===== src/rtl/twiddle_addr_gen.sv =====
// Twiddle ROM address sequencer for an in-place NTT/INTT butterfly array.
// Issues two twiddle addresses per pair, stage-major, with 1-cycle ROM tags.
module twiddle_addr_gen #(
  parameter int LOG_N  = 8,
  parameter int ADDR_W = LOG_N + 1
) (
  input  logic                       clk,
  input  logic                       rst_n,
  input  logic                       start,
  input  logic                       mode,
  input  logic                       adv,
  output logic                       rom_en,
  output logic [ADDR_W-1:0]          rom_addra,
  output logic [ADDR_W-1:0]          rom_addrb,
  output logic                       tw_valid,
  output logic [$clog2(LOG_N)-1:0]   tw_stage,
  output logic                       tw_last,
  output logic                       busy,
  output logic                       done
);

  localparam int N  = 1 << LOG_N;
  localparam int TW = $clog2(LOG_N);
  localparam int CW = LOG_N - 2;
  localparam int BW = LOG_N - 1;

  typedef enum logic [1:0] {
    IDLE,
    RUN,
    DRAIN
  } state_t;

  state_t          state;
  state_t          state_nx;
  logic [TW-1:0]   t;
  logic [CW-1:0]   c;
  logic            mode_q;
  logic            t_last;
  logic            c_last;
  logic            final_issue;
  logic [TW-1:0]   s;
  logic [BW-1:0]   b0;
  logic [BW-1:0]   b1;

  // base + 2^s + (b >> (LOG_N-1-s))
  function automatic logic [ADDR_W-1:0] tw_addr(
    input logic [BW-1:0] b,
    input logic [TW-1:0] st,
    input logic          m
  );
    logic [ADDR_W-1:0] base;
    logic [ADDR_W-1:0] pw;
    logic [ADDR_W-1:0] off;
    logic [TW-1:0]     sh;
    base = m ? ADDR_W'(N) : '0;
    pw   = ADDR_W'(1) << st;
    sh   = TW'(LOG_N - 1) - st;
    off  = ADDR_W'(b) >> sh;
    return base + pw + off;
  endfunction

  assign t_last      = (t == TW'(LOG_N - 1));
  assign c_last      = (c == {CW{1'b1}});
  assign final_issue = (state == RUN) && adv &&
                       t_last && c_last;

  assign s  = mode_q ? (TW'(LOG_N - 1) - t) : t;
  assign b0 = {c, 1'b0};
  assign b1 = {c, 1'b1};

  assign rom_addra = (state == RUN) ?
                     tw_addr(b0, s, mode_q) : '0;
  assign rom_addrb = (state == RUN) ?
                     tw_addr(b1, s, mode_q) : '0;

  always_comb begin
    state_nx = state;
    rom_en   = 1'b0;
    busy     = 1'b0;
    done     = 1'b0;
    unique case (state)
      IDLE: begin
        if (start) state_nx = RUN;
      end
      RUN: begin
        busy   = 1'b1;
        rom_en = adv;
        if (final_issue) state_nx = DRAIN;
      end
      DRAIN: begin
        done     = 1'b1;
        state_nx = IDLE;
      end
      default: state_nx = IDLE;
    endcase
  end

  always_ff @(posedge clk) begin
    if (!rst_n) begin
      state    <= IDLE;
      t        <= '0;
      c        <= '0;
      mode_q   <= 1'b0;
      tw_valid <= 1'b0;
      tw_stage <= '0;
      tw_last  <= 1'b0;
    end else begin
      state    <= state_nx;
      tw_valid <= rom_en;
      tw_stage <= t;
      tw_last  <= final_issue;
      if (state == IDLE && start) begin
        t      <= '0;
        c      <= '0;
        mode_q <= mode;
      end else if (rom_en) begin
        if (final_issue) begin
          t <= '0;
          c <= '0;
        end else if (c_last) begin
          t <= t + TW'(1);
          c <= '0;
        end else begin
          c <= c + CW'(1);
        end
      end
    end
  end

endmodule


===== config.mk =====
export PLATFORM = sky130hd
export DESIGN_NAME = twiddle_addr_gen
export DESIGN_NICKNAME = d
export VERILOG_FILES = /design/src/rtl/twiddle_addr_gen.sv
export SDC_FILE = /design/constraint.sdc
export NUM_CORES = 1
export LEC_CHECK = 0
export CORE_AREA = 2 2 67 69
export CTS_CLUSTER_DIAMETER = 100
export DETAILED_ROUTE_END_ITERATION = 12
export DIE_AREA = 0 0 69 71
export PLACE_DENSITY = 0.7
export SLEW_MARGIN = 10
export SYNTH_ARGS = -nofsm -noshare
export SYNTH_HDL_FRONTEND = slang
export SYNTH_SLANG_ARGS = --single-unit

===== constraint.sdc =====
create_clock -name clk -period 4.2 [get_ports clk]
set_input_delay 0.84 -clock clk [delete_from_list [all_inputs] [get_ports clk]]
set_output_delay 0.84 -clock clk [all_outputs]
set_load 0.01 [all_outputs]

# Word-level counts from Yosys, hierarchy flattened
# Index checks and enable logic that the tools add are counted.
# op_classes
reduce_logical	9
n_bitwise	1
shifts	3
addsub	7
n_mux	14
n_eq_ne	6
# op_table
op	count
$add A9 B9 Y9	3
$mux W9	3
$shr A7 B3 Y9	2
$mux W6	2
$mux W3	3
$shl A1 B3 Y9 const A	1
$add A6 B1 Y6 const B	1
$eq A6 B6 Y1 const B	1
$sub A3 B3 Y3 const A	2
$logic_and A1 B1 Y1	4
$mux W2	2
$ne A2 B2 Y1 const B	2
$pmux W2 S2	1
$reduce_and A2 Y1	2
$add A3 B1 Y3 const B	1
$eq A3 B3 Y1 const B	1
$mux W1	3
$eq A2 B1 Y1 const B	1
$eq A2 B2 Y1 const B	1
$logic_not A2 Y1	1
$reduce_bool A2 Y1	1
$reduce_or A2 Y1	1
$not A1 Y1	1
# word_totals
register_bits	17
output_inout_bits	26

# Longest topological paths before layout
# depth
depth_word	6
mapped_depth	13
depth_no_buf	11

# Worst setup path before layout
# OpenSTA, ideal clock, no wires.
# synth_path
path_type	reg-to-output
from	reg t[1]
to	out rom_addra[8]
setup_slack_ns	0.770
required_time_ns	3.360
arrival_ns	2.590
stages_incl_launch_ff	13
n_path_buf	1
cell_sequence	dfxtp_1 -> or2_1 -> buf_2 -> mux2i_1 -> a2111oi_2 -> a2111oi_2 -> ha_1 -> inv_1 -> fa_1 -> nand2b_1 -> a21oi_1 -> a21boi_0 -> nand3b_1
# synth_between
elab_chain_cells	6
# synth_lines
element	line	source
from (decl)	35	logic [TW-1:0] t;
from (signal assigned)	121	t <= t + TW'(1);
$sub A3 B3 Y3	67	assign s = mode_q ? (TW'(LOG_N - 1) - t) : t;
$mux W3 (*)	67	
$shl A1 B3 Y9 or $sub A3 B3 Y3 (tied branches)	56, 57	
$add A9 B9 Y9 or $shr A7 B3 Y9 (tied branches)	59, 58	
$add A9 B9 Y9 (*)	59	return base + pw + off;
$mux W9 (*)	71	assign rom_addra = (state == RUN) ?
to (decl)	13	output logic [ADDR_W-1:0] rom_addra,
# Every way passes the cells marked *; elsewhere a longest branch is shown, timed or not.

# Final worst setup path
# layout_path
from	reg mode_q
to	out rom_addra[4]
# layout_between
elab_chain_cells	5
# layout_lines
element	line	source
from (decl)	37	logic mode_q;
from (signal assigned)	115	mode_q <= mode;
$mux W3 (*)	67	
$shl A1 B3 Y9 or $sub A3 B3 Y3 (tied branches)	56, 57	
$add A9 B9 Y9 or $shr A7 B3 Y9 (tied branches)	59, 58	
$add A9 B9 Y9 (*)	59	
$mux W9 (*)	71	
# Marked as above.

==> results.toml <==
[logic_synthesis]
yosys.area.top_type = "dfxtp_1"
netlist_area_um2 = 1802
netlist.area_leader.share = 0.1889
synth_seq_cells = 17
synth_ff_type = "dfxtp_1"
yosysWarningCount = 0
syn_inst = 240
synth_edf_count = 0
synth_nets = 258
ys_async_sr_fraction = 0
synthTopCellsByArea = "dfxtp_1 (19%), mux2i_1 (7.8%), ha_1 (7.6%), a21oi_1 (6.1%), nor2_1 (5.8%)"
yosysSeqAreaShare = 0.1889
syn_avg_cell_area_um2 = 7.507
ys_types = 45

[layout]
final_nets = 299
area_growth_pct = 30.76
fillers = 399
final-instance-count-excl-fill = 332
multi_input_area_um2 = 1384
final-seq-area_um2 = 350.3
antenna_cells = 0
drive_gt1_frac = 0.1607

[routing]
via_per_inst = 5.714
first_pass_iters = 4
drt_iter0_drc = 164
wl_met1_mm = 2.101
vias = 1897
ant_nets = 0
finalWirelength_mm = 4.851
top_layer = "met4"
drcViolationCount = 0
met2WireLength_mm = 2.364
wl_met3_um = 260
wl_per_cell_um = 14.61

[clock_tree]
numCtsBuffers = 3
cts-hold-fix-buffers = 0
root_buffer = "clkbuf_8"
cts.sinks = 17
cts_max_path_buffers = 2
tritoncts = "built"
cts.htree.levels = 1
worst_skew_pair.late_latency_ns = 0.25
clk_pin_slew_ns = 0.07

[die]
io_pins = 31
start_util = 0.4286
rows = 24
die_area_um2 = 4899
die_y_um = 71
die_w_um = 69
core-area_um2 = 4204

[grt]
overflow = 0
grt_usage = 0.2028
grt_max_degree = 16
grt_pass1_vias = 1785
grt_pass1_wl_mm = 8.224
antenna_found_initial = 0

[setup_path]
cp-end-kind = "primary output"
worstPathArrival_ns = 3.36
crit_start = "mode_q"
critPathCapture = "rom_addra[4]"
worst_r2r_endpoint = "t[1]"
cpMaxStageDelayCell = "clkdlybuf4s50_1"
start_kind = "flip-flop"
crit_top_cell = "a2111oi_2"
max_stage_delay_ns = 0.56
reg2reg_depth = 6
rrSetupSlack_ns = 2.30
cp_max_fo = 10
path_cells = "or2_1 -> mux2i_2 -> a2111oi_2 -> a2111oi_2 -> ha_1 -> inv_1 -> fa_1 -> nand2b_1 -> a21oi_2 -> xnor2_1 -> nor2_1 -> clkdlybuf4s50_1"
criticalPathCategory = "flip-flop to primary output"
critical_path_required_ns = 3.36
r2r_start = "c[1]"

[run]
max-cap-violations = 0

[sta]
rsz0062_at_grt = "true"
setup_slack_ns = 0.003230
slew_viol_final = 0
timing.fmax_ghz = 0.2383
fin_crit_sh = 0.9992
worst_pin_slew_ns = 0.5506
setup_viol = 0
period_minus_slack_ns = 4.197
fin_worst_skew_ns = 0.001946
timing.setup.tns_ns = 0
relSlewSlack = 0.6329
whs_ns = 0.5919
hold_viol = 0

[placed_design]
placed_cells = 326
gp_congestion = 0.9440
io_buffers = 30
dp_slack_ns = 0.08908
post-dp-hpwl_mm = 3.688

[pwr]
ir_drop_uv = 176.2
p_leak_nw = 0.9492
power.density_nw_per_um2 = 150.8
finalPower_w = 0.0003553

[hold_path]
whs_path_depth = 2
hold_class = "flip-flop to flip-flop"

[run_status]
run_status = "finished, final reports clean"
registers in the layout, summed over array words and instances, names as in the netlist:
| name | flops |
|---|---|
| c | 6 |
| mode_q | 1 |
| state | 2 |
| t | 3 |
| tw_last | 1 |
| tw_stage | 3 |
| tw_valid | 1 |
routing by layer:
layer	GRT usage	vias up
li1	-	941
met1	0.2607	870
met2	0.3558	75
met3	0.01994	11
met4	0.06972	0
met5	0	-
how the worst min path moves through the flow:
| stage | slack, ns | to | startpoint |
|---|---|---|---|
| finish | 0.59 | c[4] | c[4] |
| global route | 0.62 | c[4] | c[4] |
| CTS | 0.58 | c[4] | c[4] |
| detailed placement | 0.62 | c[4] | c[4] |
| global placement | 0.62 | c[4] | c[4] |
| floorplan | 0.51 | c[1] | c[1] |
Yosys cell counts, types with 3 or more instances:
library cell	count
nor2_1	28
a21oi_1	22
nand2_1	20
dfxtp_1	17
mux2i_1	14
o22ai_1	13
ha_1	11
buf_2	9
inv_1	9
nand2b_1	9
o21ai_0	8
nor2b_1	7
xnor2_1	7
and2_1	6
nand3_1	6
a31oi_1	5
and3_1	4
a2111oi_2	3
a21o_1	3
nand3b_1	3
o221ai_1	3
timing repair:
| action | CTS | global route |
|---|---|---|
| setup endpoints to repair | 10 | 12 |
| setup buffers | 1 | 1 |
| gates resized for setup | 8 | 13 |
| pin swaps | 0 | 1 |
| endpoints found under the hold margin | 0 | 0 |
area by class of cell:
type	count	area share
multi-input cells	198	0.5874
repair buffers	51	0.2007
flip-flops and latches	17	0.1487
well taps	52	0.02762
clock buffers	3	0.01753
inverters	10	0.01593
clock inverters	1	0.002124
through the flow:
| stage | util | instance area, µm² |
|---|---|---|
| 2_1_floorplan | - | 1802 |
| 3_3_place_gp | 0.5298 | 2227 |
| 3_5_place_dp | 0.5298 | 2227 |
| 4_1_cts | 0.5479 | 2303 |
| 5_1_grt | 0.5604 | 2356 |
| 6_report | 0.5604 | 2356 |
power by group:
part | internal, W | switching [W]
logic | 0.0000302 | 0.0000374
clock network | 0.0000658 | 0.0000554
registers | 0.000163 | 0.00000401
placed cells by master, fill, tap and decap left out, types with 9 or more instances in the layout:
master            n
nand2_1          20
nand2b_1          9
o22ai_1          13
buf_4            20
inv_1             9
a21oi_1          18
nor2_1           28
clkdlybuf4s50_1  27
mux2i_1          12
ha_1             11
dfxtp_1          13
worst max-delay path, delay by kind of cell (launching register included):
kind | cells | cell delay, ns
xor gates and xnor gates | 1 | 0.08
buffers and inverters | 2 | 0.62
muxes | 1 | 0.20
adders and majority gates | 2 | 0.64
AOI/OAI and AO/OA | 3 | 0.64
and+or+nand+nor | 3 | 0.54
DFF | 1 | 0.38
kinds of logic (layout without fill, tap and decap cells):
family                     Yosys count  in the layout  synth area share
xor gates and xnor gates             9              9           0.04792
buffers and inverters               25             65           0.06666
AOI/OAI and AO/OA                   66             66            0.2375
and+or+nand+nor                     94             94            0.2701
adders and majority gates           13             13           0.09861
muxes                               16             16           0.09027
DFF                                 17             17            0.1889
No activity file was read; power rests on OpenSTA's default activity.
==> RTL edit 1 (same settings) <==
Encoding of `state_t`: now one-hot (3 bits for 3 states).
--- a/src/rtl/twiddle_addr_gen.sv
+++ b/src/rtl/twiddle_addr_gen.sv
@@ -24,10 +24,10 @@
   localparam int CW = LOG_N - 2;
   localparam int BW = LOG_N - 1;
 
-  typedef enum logic [1:0] {
-    IDLE,
-    RUN,
-    DRAIN
+  typedef enum logic [2:0] {
+    IDLE  = 3'b001,
+    RUN   = 3'b010,
+    DRAIN = 3'b100
   } state_t;
 
   state_t          state;
Check against the original RTL: no difference found for any inputs over 10 cycles, from zero or initial values and one cycle with rst_n low; not proved beyond that.
==> RTL edit 1 against the original RTL <==
Synthesized cell count decreased by 3.8%; count of clock-buffer cells in the layout up 1; design area rose by 1.2%; area after synthesis decreased by 3.2%; first-iteration DRC count grew 9.1%; setup slack gained 0.13 ns; power grew 10%; sequential share of layout area up 0.50 points; routed wire length decreased by 7.3%; sequential cell count increased by 1; critical path type unchanged.
==> RTL edit 1: results (changes against the original RTL) <==
| Metric | Value |
|---|---|
| Run status | completed (unchanged) |
| Post-DP HPWL | 3343 microns (was 3688 microns) |
| Number of library cell types mapped by synthesis | 47 (was 45) |
| Setup slack of the worst register-to-register path | 2.23 ns (was 2.30 ns) |
| Aggregate routed wire length | 4497 microns (was 4851 microns) |
| Complex-gate fraction of the synthesized area | 0.1879 (was 0.2375) |
| CP arrival | 3.22 ns (was 3.36 ns) |
| Vias in the first global route | 1660 (was 1785) |
| Cell area reported after detailed placement | 0.002215 sq mm (was 0.002227 sq mm) |
| Cell types with the highest counts after synthesis | sky130_fd_sc_hd__nand2_1, sky130_fd_sc_hd__nor2_1, sky130_fd_sc_hd__dfxtp_1, sky130_fd_sc_hd__a21oi_1 (was sky130_fd_sc_hd__nor2_1, sky130_fd_sc_hd__a21oi_1, sky130_fd_sc_hd__nand2_1, sky130_fd_sc_hd__dfxtp_1, sky130_fd_sc_hd__mux2i_1) |
| Hold_sp | c[1] (was c[4]) |
| Sequential cell area | 366.6 sq um (was 350.3 sq um) |
| Number of placed instances, taps included | 321 (was 326) |
| Met2 GRT Util | 0.3098 (was 0.3558) |
| Timing-limited maximum frequency | 246.1 MHz (was 238.3 MHz) |
| Fill cell count | 397 (was 399) |
| Nonclk inv count | 7 (was 10) |
| Adder and majority cell fraction of the synthesized area | 0.09469 (was 0.09861) |
| Hold slack final | 0.5617 ns (was 0.5919 ns) |
| R2r startpoint | state[2] (was c[1]) |
| Count of clock-net buffers in the final layout | 4 (was 3) |
| Via count | 1814 (was 1897) |
| Crit path max-delay cell type | sky130_fd_sc_hd__mux4_1 (was sky130_fd_sc_hd__clkdlybuf4s50_1) |
| Fraction of area in multi-input gates | 0.5918 (was 0.5874) |
| Post-CTS Resized | 20 (was 8) |
| Maximum vdd drop | 0.1826 mV (was 0.1762 mV) |
| WHS Endpoint | c[1] (was c[4]) |
| Least-Margin Pin Slew | 0.5823 ns (was 0.5506 ns) |
==> RTL edit 1: cell types whose count changed in the layout (fill, tap and decap cells not counted), moves of 6 or more <==
cell                              unedited run  this run
sky130_fd_sc_hd__clkdlybuf4s50_1            27        18
sky130_fd_sc_hd__o22ai_1                    13         3
sky130_fd_sc_hd__nor3_1                      0         7
sky130_fd_sc_hd__dlygate4sd2_1               0         6
sky130_fd_sc_hd__a21oi_1                    18        11
sky130_fd_sc_hd__nor2_1                     28        20
==> RTL edit 1: report_power, final <==
group	switching, mW	leakage [nW]	total [mW]	internal (mW)
combinational	0.0403	0.837	0.0721	0.0319
sequential	0.00332	0.147	0.176	0.173
clock	0.0596	0.0288	0.143	0.0834
total	0.103	1.01	0.391	0.288
==> RTL edit 1: logic make-up after synthesis <==
logic type,after synthesis
AO/OA/AOI/OAI,50
multiplexers,14
buffers and inverters,21
adder cells (fa/ha/maj),12
AND/OR/NAND/NOR,109
flip-flops,18
XOR/XNOR,7
==> RTL edit 2 (same flow settings) <==
Made on the original files. Register the output `rom_addra`, cleared by the reset; this adds one clock of latency there. The other outputs are not delayed to match.
--- a/src/rtl/twiddle_addr_gen.sv
+++ b/src/rtl/twiddle_addr_gen.sv
@@ -68,8 +68,13 @@
   assign b0 = {c, 1'b0};
   assign b1 = {c, 1'b1};
 
-  assign rom_addra = (state == RUN) ?
-                     tw_addr(b0, s, mode_q) : '0;
+  always_ff @(posedge clk) begin
+    if (!rst_n) begin
+      rom_addra <= '0;
+    end else begin
+      rom_addra <= (state == RUN) ? tw_addr(b0, s, mode_q) : '0;
+    end
+  end
   assign rom_addrb = (state == RUN) ?
                      tw_addr(b1, s, mode_q) : '0;
 
Formal check against the unedited RTL: not equivalent (Yosys sat finds a counterexample within 4 cycles, from zero or initial values and one cycle with rst_n low).
==> RTL edit 2 against the original RTL <==
Worst hold slack worse by 0.12 ns; sequential share of layout area up 4.6 points; highest routed layer unchanged; routed wire length up 11%; sequential cell count up 9; area after synthesis grew 10%; power is 53% higher; register-to-register slack lost 1.2 ns; non-clock buffer count is 17 higher; largest cell class unchanged; design area grew 15%; setup slack gained 0.13 ns; die area is the same; clock power rose by 79%.
==> RTL edit 2: results (changes against the original RTL) <==
| Metric | Value |
|---|---|
| Number of cells on the worst reg-to-reg path | 12 (was 6) |
| Crit path max-delay cell type | sky130_fd_sc_hd__fa_1 (was sky130_fd_sc_hd__clkdlybuf4s50_1) |
| Later-pin clock latency in the skew report | 0.28 ns (was 0.25 ns) |
| Maximum vdd drop | 0.1421 mV (was 0.1762 mV) |
| Post-DP HPWL | 4044 microns (was 3688 microns) |
| Number of nets at the end of the flow | 325 (was 299) |
| Run status | completed (unchanged) |
| Crit. Startpoint | t[1] (was mode_q) |
| Detailed-routing iteration count for the pre-antenna-repair pass | 4 (unchanged) |
| Number of placed instances, taps included | 352 (was 326) |
| Cell area reported after detailed placement | 0.002531 sq mm (was 0.002227 sq mm) |
| Initial detailed-routing violation count | 127 (was 164) |
| Vias in the first global route | 1895 (was 1785) |
| Mean instance size in the synthesized netlist | 7.926 sq um (was 7.507 sq um) |
| WL/cell | 15.03 microns (was 14.61 microns) |
| Setup Skew | 0.005626 ns (was 0.001946 ns) |
| Largest regs | rom_addra (9), c (6) (was c (6), t (3), tw_stage (3)) |
| Maximum single-stage delay on the critical path | 0.43 ns (was 0.56 ns) |
| Net count of the mapped netlist | 268 (was 258) |
| Power Internal | 411.0 uW (was 258.5 uW) |
| R2r startpoint | t[0] (was c[1]) |
| Reg power frac | 0.466 (was 0.469) |
| Leakage power of the design | 1.093 nW (was 0.9492 nW) |
| Post-CTS Setup Inserts | 0 (was 1) |
| Crit path max-delay family | simple AND/OR/NAND/NOR gates (was compound AO/OA/AOI/OAI gates) |
| Setup slack of the worst register-to-register path | 1.06 ns (was 2.30 ns) |
| Synth area leaders | sky130_fd_sc_hd__dfxtp_1, sky130_fd_sc_hd__ha_1, sky130_fd_sc_hd__nor2_1, sky130_fd_sc_hd__a21oi_1, sky130_fd_sc_hd__xor2_1 (was sky130_fd_sc_hd__dfxtp_1, sky130_fd_sc_hd__mux2i_1, sky130_fd_sc_hd__ha_1, sky130_fd_sc_hd__a21oi_1, sky130_fd_sc_hd__nor2_1) |
| Post-CTS Resized | 20 (was 8) |
| Terminus of the critical flop-to-flop path | rom_addra[8] (was t[1]) |
| CP arrival | 3.22 ns (was 3.36 ns) |
| Highest fanout seen on the critical path | 8 (was 10) |
| Average via count per standard cell | 5.663 (was 5.714) |
| Register clock-pin slew on the reported worst setup and hold paths | 0.09 ns (was 0.07 ns) |
| Power density over the cells | 200.1 mW/mm^2 (was 150.8 mW/mm^2) |
| Relative slew slack | 0.3527 (was 0.6329) |
| Global router's overall resource usage | 0.2261 (was 0.2028) |
| Cell depth of the worst hold path | 1 (was 2) |
| Wire length of the first global-routing pass | 8880 microns (was 8224 microns) |
| Clk pwr share | 0.399 (was 0.341) |
| Share of post-route cells with drive strength above 1 | 0.2313 (was 0.1607) |
| Final cell count without fillers | 359 (was 332) |
| Hold slack final | 0.4708 ns (was 0.5919 ns) |
| Sequential area share after synthesis | 0.2616 (was 0.1889) |
[RTL edit 2: worst min path at each step]
stage / start / endpoint
global placement: state[1] / state[0]
detailed placement: state[1] / state[0]
finish: state[1] / state[0]
floorplan: state[1] / state[0]
global route: state[1] / state[0]
CTS: state[1] / state[0]
[RTL edit 2: layout make-up]
type	count	area (sq um)
well taps	52	65.06
flip-flops and latches	26	529.3
fillers	373	1491
multi-input cells	196	1430
inverters	13	48.80
clock buffers	3	41.29
repair buffers	68	568.0
clock inverters	1	30.03
[RTL edit 2: logic make-up after synthesis]
kind of cell,count (synthesis),share of synthesized area
fa+ha+maj,12,0.08302
mux,6,0.03333
xor+xnor,14,0.06164
simple gates,90,0.2377
flops,26,0.2616
compound gates,74,0.2547
buf+inv,29,0.06792
[RTL edit 2: per-layer routing]
layer / track usage / vias up / wire (microns)
met4: 0.1068 / 0 / 148
met2: 0.3868 / 50 / 2661
met3: 0.02991 / 14 / 184
li1: - / 1028 / -
met1: 0.2825 / 941 / 2403
met5: 0 / - / 0
